### src/rtl/ram_arbiter_pkg.sv
// Shared types for the fetch/data RAM arbiter: RAM handshake states, access widths,
// arbiter FSM states and the alignment rule.
package ram_arbiter_pkg;

    typedef logic [31:0] word_t;

    typedef enum logic [1:0] {
        RAM_FREE  = 2'b00,
        RAM_ADDR  = 2'b01,
        RAM_DATA  = 2'b10,
        RAM_ERROR = 2'b11
    } ram_state_t;

    typedef enum logic [1:0] {
        BYTE = 2'b00,
        HALF = 2'b01,
        WORD = 2'b10
    } mem_width_t;

    typedef enum logic [1:0] {
        IDLE,
        BUSY,
        FAULT
    } arb_state_t;

    localparam int TIMEOUT_DEFAULT = 64;

    // Registered outputs of the arbiter, kept together so the next-state logic
    // can start from "hold everything" and override only what changes.
    typedef struct packed {
        logic       ren;
        logic       wen;
        word_t      addr;
        word_t      store;
        mem_width_t width;
        logic       i_rdy;
        logic       i_err;
        word_t      i_rdata;
        logic       d_rdy;
        logic       d_err;
        word_t      d_rdata;
    } arb_out_t;

    // Width 2'b11 is not a legal access and falls to the default arm.
    function automatic logic addr_ok(input logic [1:0] off, input mem_width_t w);
        case (w)
            BYTE:    return 1'b1;
            HALF:    return ~off[0];
            WORD:    return off == 2'b00;
            default: return 1'b0;
        endcase
    endfunction

endpackage

### src/rtl/ram_arbiter_if.sv
// Core-side fetch/data ports plus the RAM responder lines. The arbiter takes the
// slave view; the core/RAM environment takes the master view.
interface ram_arbiter_if;
    import ram_arbiter_pkg::*;

    logic       i_req;
    word_t      i_addr;
    logic       i_rdy;
    word_t      i_rdata;
    logic       i_err;

    logic       d_req;
    logic       d_wen;
    word_t      d_addr;
    mem_width_t d_width;
    logic       d_unsigned;
    word_t      d_wdata;
    logic       d_rdy;
    word_t      d_rdata;
    logic       d_err;

    logic       ram_ren;
    logic       ram_wen;
    word_t      ram_addr;
    word_t      ram_store;
    mem_width_t ram_width;
    ram_state_t ram_state;
    word_t      ram_load;

    modport slave (
        input  i_req, i_addr, d_req, d_wen, d_addr, d_width, d_unsigned, d_wdata,
               ram_state, ram_load,
        output i_rdy, i_rdata, i_err, d_rdy, d_rdata, d_err,
               ram_ren, ram_wen, ram_addr, ram_store, ram_width
    );

    modport master (
        output i_req, i_addr, d_req, d_wen, d_addr, d_width, d_unsigned, d_wdata,
               ram_state, ram_load,
        input  i_rdy, i_rdata, i_err, d_rdy, d_rdata, d_err,
               ram_ren, ram_wen, ram_addr, ram_store, ram_width
    );

endinterface

### src/rtl/ram_arbiter_load_align.sv
// Sub-word load extraction: shift the RAM word down to the addressed byte lane,
// then sign- or zero-extend to 32 bits according to the access width.
module ram_arbiter_load_align
    import ram_arbiter_pkg::*;
(
    input  word_t      raw,
    input  logic [1:0] off,
    input  mem_width_t width,
    input  logic       uns,
    output word_t      data
);

    word_t sh;

    always_comb begin
        sh = raw >> {off, 3'b000};
        case (width)
            BYTE:    data = {{24{~uns & sh[7]}}, sh[7:0]};
            HALF:    data = {{16{~uns & sh[15]}}, sh[15:0]};
            default: data = sh;
        endcase
    end

endmodule

### src/rtl/ram_arbiter.sv
// Round-robin arbiter of the fetch and data ports onto one RAM responder, with
// alignment checking, sub-word load extraction and a per-transaction timeout.
module ram_arbiter
    import ram_arbiter_pkg::*;
#(
    parameter int TIMEOUT = TIMEOUT_DEFAULT
) (
    input logic          ram_clk,
    input logic          nrst,
    ram_arbiter_if.slave bus
);

    localparam int CW = $clog2(TIMEOUT + 1);

    arb_state_t    state, state_n;
    arb_out_t      o, o_n;
    logic          cur_d, cur_d_n;
    logic          last_d, last_d_n;
    logic [CW-1:0] cnt, cnt_n;

    logic  fi, fd, pick_d, legal;
    logic  fin, fin_err;
    word_t fin_data, aligned;

    ram_arbiter_load_align u_align (
        .raw   (bus.ram_load),
        .off   (o.addr[1:0]),
        .width (o.width),
        .uns   (bus.d_unsigned),
        .data  (aligned)
    );

    always_ff @(posedge ram_clk or negedge nrst) begin
        if (!nrst) begin
            state  <= IDLE;
            o      <= '0;
            cur_d  <= 1'b0;
            last_d <= 1'b1;
            cnt    <= '0;
        end else begin
            state  <= state_n;
            o      <= o_n;
            cur_d  <= cur_d_n;
            last_d <= last_d_n;
            cnt    <= cnt_n;
        end
    end

    always_comb begin
        state_n  = state;
        o_n      = o;
        o_n.i_rdy = 1'b0;
        o_n.i_err = 1'b0;
        o_n.d_rdy = 1'b0;
        o_n.d_err = 1'b0;
        cur_d_n  = cur_d;
        last_d_n = last_d;
        cnt_n    = cnt;
        fin      = 1'b0;
        fin_err  = 1'b0;
        fin_data = '0;

        // A port whose rdy is showing this cycle is still holding its old request.
        fi     = bus.i_req & ~o.i_rdy;
        fd     = bus.d_req & ~o.d_rdy;
        pick_d = fd & (~fi | ~last_d);
        legal  = pick_d ? addr_ok(bus.d_addr[1:0], bus.d_width) : (bus.i_addr[1:0] == 2'b00);

        case (state)
            IDLE: begin
                if (fi | fd) begin
                    cur_d_n  = pick_d;
                    last_d_n = pick_d;
                    cnt_n    = '0;
                    if (legal) begin
                        state_n   = BUSY;
                        o_n.ren   = ~(pick_d & bus.d_wen);
                        o_n.wen   = pick_d & bus.d_wen;
                        o_n.addr  = pick_d ? bus.d_addr : bus.i_addr;
                        o_n.width = pick_d ? bus.d_width : WORD;
                        o_n.store = pick_d ? bus.d_wdata : '0;
                    end else begin
                        state_n = FAULT;
                    end
                end
            end
            BUSY: begin
                if (bus.ram_state == RAM_DATA) begin
                    fin      = 1'b1;
                    fin_data = !cur_d ? bus.ram_load : (o.wen ? '0 : aligned);
                end else if (bus.ram_state == RAM_ERROR) begin
                    fin     = 1'b1;
                    fin_err = 1'b1;
                end else if (cnt == CW'(TIMEOUT - 1)) begin
                    fin     = 1'b1;
                    fin_err = 1'b1;
                end else begin
                    cnt_n = cnt + CW'(1);
                end
            end
            FAULT: begin
                fin     = 1'b1;
                fin_err = 1'b1;
            end
            default: state_n = IDLE;
        endcase

        // Dropping the enables here gives the responder an idle cycle to clear.
        if (fin) begin
            state_n = IDLE;
            o_n.ren = 1'b0;
            o_n.wen = 1'b0;
            if (cur_d) begin
                o_n.d_rdy   = 1'b1;
                o_n.d_err   = fin_err;
                o_n.d_rdata = fin_data;
            end else begin
                o_n.i_rdy   = 1'b1;
                o_n.i_err   = fin_err;
                o_n.i_rdata = fin_data;
            end
        end
    end

    assign bus.ram_ren   = o.ren;
    assign bus.ram_wen   = o.wen;
    assign bus.ram_addr  = o.addr;
    assign bus.ram_store = o.store;
    assign bus.ram_width = o.width;
    assign bus.i_rdy     = o.i_rdy;
    assign bus.i_err     = o.i_err;
    assign bus.i_rdata   = o.i_rdata;
    assign bus.d_rdy     = o.d_rdy;
    assign bus.d_err     = o.d_err;
    assign bus.d_rdata   = o.d_rdata;

endmodule

### src/flat_wrapper.sv
// flat-port wrapper written by rule: the top's interface ports become plain ports
module ram_arbiter_flat import ram_arbiter_pkg::*;
#(
    parameter int TIMEOUT = TIMEOUT_DEFAULT
)
  (ram_clk, nrst, bus_i_req, bus_i_addr, bus_d_req, bus_d_wen, bus_d_addr, bus_d_width, bus_d_unsigned, bus_d_wdata, bus_ram_state, bus_ram_load, bus_i_rdy, bus_i_rdata, bus_i_err, bus_d_rdy, bus_d_rdata, bus_d_err, bus_ram_ren, bus_ram_wen, bus_ram_addr, bus_ram_store, bus_ram_width);
  ram_arbiter_if bus_i ();
  input logic ram_clk;
  input logic nrst;
  input wire logic [$bits(bus_i.i_req)-1:0] bus_i_req;
  input wire logic [$bits(bus_i.i_addr)-1:0] bus_i_addr;
  input wire logic [$bits(bus_i.d_req)-1:0] bus_d_req;
  input wire logic [$bits(bus_i.d_wen)-1:0] bus_d_wen;
  input wire logic [$bits(bus_i.d_addr)-1:0] bus_d_addr;
  input wire logic [$bits(bus_i.d_width)-1:0] bus_d_width;
  input wire logic [$bits(bus_i.d_unsigned)-1:0] bus_d_unsigned;
  input wire logic [$bits(bus_i.d_wdata)-1:0] bus_d_wdata;
  input wire logic [$bits(bus_i.ram_state)-1:0] bus_ram_state;
  input wire logic [$bits(bus_i.ram_load)-1:0] bus_ram_load;
  output wire logic [$bits(bus_i.i_rdy)-1:0] bus_i_rdy;
  output wire logic [$bits(bus_i.i_rdata)-1:0] bus_i_rdata;
  output wire logic [$bits(bus_i.i_err)-1:0] bus_i_err;
  output wire logic [$bits(bus_i.d_rdy)-1:0] bus_d_rdy;
  output wire logic [$bits(bus_i.d_rdata)-1:0] bus_d_rdata;
  output wire logic [$bits(bus_i.d_err)-1:0] bus_d_err;
  output wire logic [$bits(bus_i.ram_ren)-1:0] bus_ram_ren;
  output wire logic [$bits(bus_i.ram_wen)-1:0] bus_ram_wen;
  output wire logic [$bits(bus_i.ram_addr)-1:0] bus_ram_addr;
  output wire logic [$bits(bus_i.ram_store)-1:0] bus_ram_store;
  output wire logic [$bits(bus_i.ram_width)-1:0] bus_ram_width;
  assign bus_i.i_req = bus_i_req;
  assign bus_i.i_addr = bus_i_addr;
  assign bus_i.d_req = bus_d_req;
  assign bus_i.d_wen = bus_d_wen;
  assign bus_i.d_addr = bus_d_addr;
  assign bus_i.d_width = bus_d_width;
  assign bus_i.d_unsigned = bus_d_unsigned;
  assign bus_i.d_wdata = bus_d_wdata;
  assign bus_i.ram_state = bus_ram_state;
  assign bus_i.ram_load = bus_ram_load;
  assign bus_i_rdy = bus_i.i_rdy;
  assign bus_i_rdata = bus_i.i_rdata;
  assign bus_i_err = bus_i.i_err;
  assign bus_d_rdy = bus_i.d_rdy;
  assign bus_d_rdata = bus_i.d_rdata;
  assign bus_d_err = bus_i.d_err;
  assign bus_ram_ren = bus_i.ram_ren;
  assign bus_ram_wen = bus_i.ram_wen;
  assign bus_ram_addr = bus_i.ram_addr;
  assign bus_ram_store = bus_i.ram_store;
  assign bus_ram_width = bus_i.ram_width;
  ram_arbiter #(.TIMEOUT(TIMEOUT)) u_core (.ram_clk(ram_clk), .nrst(nrst), .bus(bus_i));
endmodule
### config.mk
export PLATFORM = sky130hd
export DESIGN_NAME = ram_arbiter_flat
export DESIGN_NICKNAME = d
export VERILOG_FILES = /design/src/rtl/ram_arbiter_pkg.sv /design/src/rtl/ram_arbiter_if.sv /design/src/rtl/ram_arbiter_load_align.sv /design/src/rtl/ram_arbiter.sv /design/src/flat_wrapper.sv
export SDC_FILE = /design/constraint.sdc
export NUM_CORES = 1
export LEC_CHECK = 0
export CORE_MARGIN = 3
export CORE_UTILIZATION = 46
export CTS_BUF_LIST = sky130_fd_sc_hd__clkbuf_8
export DETAILED_ROUTE_END_ITERATION = 6
export PLACE_DENSITY = 0.89
export SYNTH_ARGS = -nofsm -noshare
export SYNTH_HDL_FRONTEND = slang
export SYNTH_SLANG_ARGS = --single-unit
### constraint.sdc
create_clock -name ram_clk -period 2.3 [get_ports ram_clk]
set_clock_uncertainty 0.15 [all_clocks]
set_input_delay 0.46 -clock ram_clk [delete_from_list [all_inputs] [get_ports ram_clk]]
set_output_delay 0.46 -clock ram_clk [all_outputs]
set_load 0.02 [all_outputs]
==> impl_metrics.csv, run 1 <==
group,metric,value,unit
logic_synthesis,syn_avg_cell_area,11.1,sq um
routing,viasPerCell,5.41,
place,dp_cells,1155,
layout,fillCellCount,1083,
timing,tightest_slew,0.578,ns
layout,finish.instance_area,11100,sq um
routing,drt-total-wl,23200,um
place,io_buffer_count,273,
clock_tree,cts_max_level,4,
floorplan,initial_core_util,47.8,%
setup_path,start_kind,"flip-flop",
pwr,p_int,8.25,mW
global_route,grt-ovfl-total,0,
layout,fin_cells,1191,
floorplan,die_area,17600,sq um
clock_tree,clockBufferDepth,2,
layout,nNetsFinal,1109,
place,hpwlAfterDp,17500,um
clock_tree,clk_pin_slew_worst_paths,0.09,ns
pwr,p_switching,5.32,mW
logic_synthesis,synth-edff-count,0,
setup_path,reg2reg_from,"u_core.last_d",
floorplan,rows,45,
hold_path,hold_class,"primary input to asynchronous set/reset pin",
place,gp_congestion,0.902,
clock_tree,cts_buffers,17,
setup_path,worstSetupPathType,"flip-flop to primary output",
timing,hold_viol_final,0,
logic_synthesis,synth_seq_cells,147,
pwr,pwr-share-comb,51.7,%
clock_tree,cts_root_buf,"clkbuf_8",
logic_synthesis,syn_inst,663,
pwr,power_frac_seq,30.7,%
setup_path,cp_num_buf_inv,1,
pwr,powerDensity,1220,nW/um^2
logic_synthesis,synthFlopType,"dfrtp_1",
routing,dr.pass1.iters,5,
timing,relSlewSlack,61.4,%
routing,drt_iter0_markers,427,
layout,layout-drive-gt1-share,18.0,%
setup_path,path_cells,"clkdlybuf4s50_1",
routing,vias,6447,
logic_synthesis,yosysWarnings,0,
pwr,vdd_drop_max,0.762,mV
pwr,clkPwrFrac,17.6,%
setup_path,critPathMaxStageDelay,0.70,ns
pwr,p_sw_share,39.2,%
floorplan,boundaryPins,274,
floorplan,die_x,133,um
layout,antenna_cells,0,
routing,drcViolationCount,0,
logic_synthesis,synthTopCellsByArea,"dfrtp_1 50%, mux2_2 12%, mux2i_1 9.5%, inv_1 3.7%, nand2_1 3.2%",
logic_synthesis,post-synth-top-area-cell,"dfrtp_1",
logic_synthesis,ys_seq_area_share,49.9,%
run_status,status,"completed",
setup_path,r2r-end,"u_core.bus.ram_addr[6]",
floorplan,die-height,133,um
setup_path,reg2regPathDepth,6,
timing,rsz0062_at_grt,"yes",
setup_path,arrival,1.67,ns
setup_path,required,1.69,ns
setup_path,rrSetupSlack,0.10,ns
layout,seqCellArea,3680,sq um
timing,post-route-period-util,99.0,%
logic_synthesis,yosysUniqueCellTypes,61,
global_route,grt_max_degree,55,
global_route,grt_use_total,26.4,%
timing,min_period,2.28,ns
layout,syn2layout_area_growth,50.9,%
global_route,grt_pass1_vias,6944,
timing,finalSetupViolations,0,
timing,report.final.slew_viol_count,0,
global_route,grt_pass1_wl,36800,um
routing,wl_per_cell,19.5,um
global_route,grt_antenna_before_repair,0,
logic_synthesis,synthArstFlopShare,100,%
logic_synthesis,syn-num-nets,805,
setup_path,path_delay_family,"buffers and inverters",
floorplan,core_area,15400,sq um
setup_path,slowest_stage,"clkdlybuf4s50_1",
job,cap_violations,0,
timing,fmax,439,MHz
setup_path,worstSetupEndpointType,"primary output",
routing,ant_nets,0,
layout,multi_input_area,3210,sq um
place,dpl-instance-area,10600,sq um
logic_synthesis,synth_top_cell_area_share,49.6,%
clock_tree,worstSkewPairLatency,0.45,ns
logic_synthesis,syn_area,7370,sq um
clock_tree,cts.sinks,147,
pwr,p_leak,4.90,nW
setup_path,crit_fanout,6,
clock_tree,cts_tree,"yes",
==> Yosys cell counts (2+ instances only) <==
cell type and n:
dfrtp_1 146, mux2_2 80, inv_1 73, mux2i_1 70, nand2_1 63, a211oi_1 22, buf_2 18, o21ai_0 18
a21oi_1 16, a2bb2oi_1 15, nor2b_1 13, clkbuf_1 12, o31ai_1 10, and2_1 9, nor2_1 9, a22o_1 8
o22ai_1 8, buf_4 5, ha_1 4, nand3b_1 4, or4_1 4, a21boi_0 3, a21o_1 3, buf_6 3
nand3_1 3, o21ai_1 3, and3b_1 2, nand4_1 2, o211ai_1 2, o21a_1 2, o311a_1 2, or3_1 2
==> cell families (layout without fill, tap and decap cells) <==
kind of cell	after synthesis	in the layout	share of synthesized area, %
AOI/OAI and AO/OA	123	123	12.0
buffers and inverters	114	431	6.67
xor gates and xnor gates	1	1	0.119
muxes	151	151	22.0
and+or+nand+nor	123	123	8.64
DFF	147	147	49.9
adders and majority gates	4	4	0.679
==> power groups by stage <==
stage	Combinational, mW	Clock [mW]	Sequential [mW]
detailed placement	6.92	0	4.18
global placement	6.74	0	4.14
finish	7.01	2.39	4.17
floorplan	2.73	0	5.15
CTS	6.96	2.42	4.17
global route	7.45	2.53	4.29
==> sequential cells by signal (all words and copies together), names as in the netlist <==
| register | flops |
|---|---|
| u_core.last_d | 1 |
| u_core.bus.i_rdata | 32 |
| u_core.bus.d_rdata | 32 |
| u_core.cnt | 7 |
| u_core.bus.i_err | 1 |
| u_core.bus.d_err | 1 |
| u_core.cur_d | 1 |
| u_core.bus.i_rdy | 1 |
| u_core.bus.ram_wen | 1 |
| u_core.bus.ram_ren | 1 |
| u_core.bus.ram_addr | 32 |
| u_core.bus.d_rdy | 1 |
| u_core.bus.ram_width | 2 |
| u_core.state | 2 |
| u_core.bus.ram_store | 32 |
==> per-stage QoR <==
stage	hold slack, ns	setup TNS, ns	setup WS [ns]	utilization [%]	power [mW]
after floorplan	0.0144	0	0.187	-	7.87
after global placement	0.245	-21.16	-0.357	68.6	10.9
after detailed placement	0.244	-25.51	-0.424	68.6	11.1
after CTS	0.338	0	0.0109	71.8	13.5
after global routing	0.363	-0.0683	-0.0250	72.1	14.3
final	0.339	0	0.0233	72.1	13.6
==> layout by cell type, fill, tap and decap left out, drive strengths merged, types with 2 or more instances in the layout <==
master and count:
clkdlybuf4s50 270, dfrtp 146, mux2 80, inv 78
mux2i 70, nand2 63, buf 50, a211oi 23
o21ai 21, clkbuf 19, a21oi 16, a2bb2oi 15
nor2b 13, o31ai 10, nor2 9, and2 9
o22ai 8, a22o 8, bufinv 5, nand3b 4
or4 4, nand3 4, a21boi 4, ha 4
a21o 3, clkinvlp 3, clkinv 3, nand4 2
or3 2, o211ai 2, o21a 2, o311a 2
and3b 2, nor3b 2, nor4 2
==> area by class of cell <==
class	count	area share (%)
clock buffer	18	2.23
inverter	75	2.55
multi-input combinational	402	28.9
sequential	147	33.1
clock inverter	14	2.01
timing repair buffer	324	28.9
tap	211	2.37
==> layer usage <==
metal  wire length (um)  up-vias  global-route usage [%]
met5                  0        -                       0
met4                719        0                    10.5
met3               1920       54                    7.72
met2              11600      314                    44.3
met1               9010     3154                    32.2
li1                   -     2925                       -
==> timing repair <==
item,CTS,global route
setup endpoints to repair,2,55
gates resized for setup,2,4
pin swaps,0,1
hold buffers,1,0
setup buffers,0,2
gates cloned,0,1
endpoints found under the hold margin,35,0
==> worst max-delay path by stage <==
stage | slack [ns] | start | cells after the start | to
after global placement | -0.36 | bus_i_addr[1] | 7 | u_core.bus.ram_addr[22]
after detailed placement | -0.42 | bus_i_addr[1] | 8 | u_core.bus.ram_store[15]
after CTS | 0.01 | u_core.bus.ram_addr[1] | 1 | bus_ram_addr[1]
final | 0.02 | u_core.bus.ram_width[0] | 1 | bus_ram_width[0]
after floorplan | 0.19 | bus_d_req | 7 | u_core.bus.ram_addr[28]
after global routing | -0.02 | u_core.state[1] | 7 | u_core.bus.i_rdata[18]
Note: power is estimated with default switching activity, not from simulation.
==> run 2: changes to the inputs <==
--- a/config.mk
+++ b/config.mk
@@ -12,4 +12,5 @@
 export PLACE_DENSITY = 0.89
 export SYNTH_ARGS = -nofsm -noshare
 export SYNTH_HDL_FRONTEND = slang
+export SYNTH_HIERARCHICAL = 1
 export SYNTH_SLANG_ARGS = --single-unit
==> impl_metrics.csv, run 2 <==
group,metric,value,unit
layout,nNetsFinal,1180,
clock_tree,clk_pin_slew_worst_paths,0.09,ns
floorplan,rows,45,
place,io_buffer_count,273,
pwr,vdd_drop_max,0.810,mV
pwr,powerDensity,1160,nW/um^2
place,dp_cells,1221,
setup_path,arrival,2.47,ns
layout,final_cell_mix,"269 x clkdlybuf4s50_1, 145 x dfrtp_1, 136 x nand2_1, 74 x nor2_1, 48 x buf_4",
logic_synthesis,syn_area,7240,sq um
routing,wl_met3,2280,um
routing,wl_met1,9180,um
routing,ant_nets,0,
clock_tree,cts.sinks,147,
floorplan,die_x,131,um
clock_tree,worstSkewPairLatency,0.45,ns
timing,post-route-period-util,99.8,%
global_route,grt_pass1_wl,36700,um
layout,layout_commonest_cell,"clkdlybuf4s50_1",
timing,finalSetupViolations,0,
setup_path,reg2reg_from,"u_core/state[1]",
floorplan,die-height,131,um
run_status,status,"completed",
timing,relSlewSlack,64.0,%
clock_tree,cts_max_level,4,
timing,fmax,436,MHz
logic_synthesis,synthTopCellsByArea,"dfrtp_1 50%, nand2_1 7.0%, mux2_2 5.4%, mux2_1 4.4%, nor2_1 3.9%",
layout,fillCellCount,1082,
setup_path,worstSetupEndpointType,"flip-flop",
place,dpl-instance-area,10600,sq um
logic_synthesis,ys_seq_area_share,50.8,%
job,cap_violations,0,
routing,wl_per_cell,19.0,um
global_route,grt_use_total,26.6,%
routing,maxUsedRoutingLayer,"met4",
logic_synthesis,synth-edff-count,0,
floorplan,core_area,15300,sq um
floorplan,initial_core_util,47.3,%
routing,drcViolationCount,0,
logic_synthesis,syn-num-nets,872,
logic_synthesis,synth_top_cell_area_share,50.4,%
clock_tree,cts_root_buf,"clkbuf_8",
clock_tree,clockBufferDepth,2,
routing,drt-total-wl,23900,um
layout,finish.instance_area,11200,sq um
pwr,p_leak,4.95,nW
hold_path,hold_end,"u_core/bus.ram_store[3]",
setup_path,crit_fanout,8,
timing,hold_viol_final,0,
setup_path,worstSetupPathType,"flip-flop to flip-flop",
clock_tree,cts_tree,"yes",
logic_synthesis,synthFlopType,"dfrtp_1",
routing,drt_iter0_markers,683,
clock_tree,cts_buffers,17,
logic_synthesis,yosysUniqueCellTypes,55,
setup_path,start_kind,"flip-flop",
logic_synthesis,synth_seq_cells,147,
hold_path,min-delay-start,"u_core/bus.ram_store[3]",
logic_synthesis,yosys-top-cells-count,"146 x dfrtp_1, 136 x nand2_1, 75 x nor2_1",
logic_synthesis,synthArstFlopShare,100,%
setup_path,reg2regPathDepth,9,
timing,report.final.slew_viol_count,0,
global_route,grt-ovfl-total,0,
hold_path,hold_depth,2,
layout,fin_cells,1263,
floorplan,die_area,17300,sq um
logic_synthesis,syn_inst,730,
global_route,grt_antenna_before_repair,1,
layout,syn2layout_area_growth,54.2,%
setup_path,required,2.48,ns
timing,min_period,2.29,ns
logic_synthesis,yosys.cell_count.top_type,"dfrtp_1",
setup_path,r2r-end,"u_core/bus.d_rdata[11]",
layout,layout-drive-gt1-share,16.9,%
routing,wl_met2,11800,um
floorplan,boundaryPins,274,
timing,rsz0062_at_grt,"yes",
global_route,grt_pass1_vias,6917,
global_route,grt_max_degree,55,
logic_synthesis,post-synth-top-area-cell,"dfrtp_1",
hold_path,hold_class,"flip-flop to flip-flop",
timing,fin_hold_ws,0.323,ns
logic_synthesis,syn_avg_cell_area,9.92,sq um
routing,viasPerCell,5.49,
place,hpwlAfterDp,17400,um
logic_synthesis,yosysWarnings,6,
routing,dr.pass1.iters,5,
timing,tightest_slew,0.540,ns
place,gp_congestion,0.923,
routing,vias,6935,
setup_path,rrSetupSlack,0.005,ns
run 2: cell count changes after synthesis, moves of 45 or more:
cell	before	now
nor2_1	9	75
mux2i_1	70	16
mux2_2	80	35
inv_1	73	6
nand2_1	63	136
run 2: kinds of logic (layout without fill, tap and decap cells):
logic type	count (synthesis)	count (layout)	synth area share (%)
other cells	0	1	0
flops	147	147	50.8
simple gates	286	286	17.1
buf+inv	58	378	3.95
xor+xnor	4	4	0.484
fa+ha+maj	4	4	0.691
compound gates	150	151	14.6
mux	81	81	12.4
run 2: where the power goes:
part	internal, mW	total (mW)	switching [mW]
clock network	1.01	2.04	1.03
logic	3.18	6.94	3.75
registers	3.41	3.93	0.517
run 2: per-layer routing:
metal  vias up  global-route usage [%]
met2       393                    45.5
met5         -                       0
met3        56                    9.07
li1       3191                       -
met1      3295                    31.2
met4         0                    9.57
run 2: worst max-delay path by stage:
stage / startpoint / endpoint / slack [ns] / cells past startpoint
after CTS: u_core/state[1] / u_core/bus.d_rdata[21] / 0.008 / 8
after global placement: bus_ram_load[23] / u_core/bus.d_rdata[17] / -0.26 / 7
after floorplan: u_core/state[1] / u_core/bus.d_rdata[10] / 0.08 / 9
after global routing: u_core/state[1] / u_core/bus.d_rdata[20] / -0.05 / 9
after detailed placement: bus_ram_load[23] / u_core/bus.d_rdata[17] / -0.32 / 7
final: u_core/state[1] / u_core/bus.d_rdata[11] / 0.005 / 9
run 2: what timing repair did:
action,4_1_cts,5_1_grt
endpoints found under the setup margin,18,64
hold endpoints to repair,50,0
pin swaps,3,1
hold buffers,1,0
buffers inserted,1,4
gates resized for setup,5,18
cloned,0,3
run 2: through the flow:
step	utilization [%]	setup TNS, ns	setup slack [ns]	total power, mW
4_1_cts	71.8	0	0.00772	12.7
5_1_grt	72.9	-1.12	-0.0547	13.6
2_1_floorplan	-	0	0.0788	7.55
6_report	72.9	0	0.00544	12.9
3_5_place_dp	69.0	-21.09	-0.322	10.6
3_3_place_gp	69.0	-16.91	-0.255	10.5
run 2: cell type report:
| cell class | instances | area (sq um) | area share [%] |
|---|---|---|---|
| well taps | 211 | 264 | 2.36 |
| clock buffers | 18 | 248 | 2.22 |
| inverters | 9 | 33.8 | 0.302 |
| repair buffers | 337 | 3410 | 30.5 |
| flip-flops and latches | 147 | 3680 | 33.0 |
| diodes | 1 | 2.50 | 0.0224 |
| clock inverters | 14 | 151 | 1.36 |
| multi-input cells | 526 | 3380 | 30.3 |
run 2: worst max-delay path: stages (launching register included):
cell	delay, ns
dfrtp_1	0.40
inv_2	0.09
ha_4	0.14
inv_2	0.05
o41ai_4	0.43
nand2_2	0.13
nor2_4	0.16
buf_12	0.14
buf_12	0.13
mux2_1	0.35
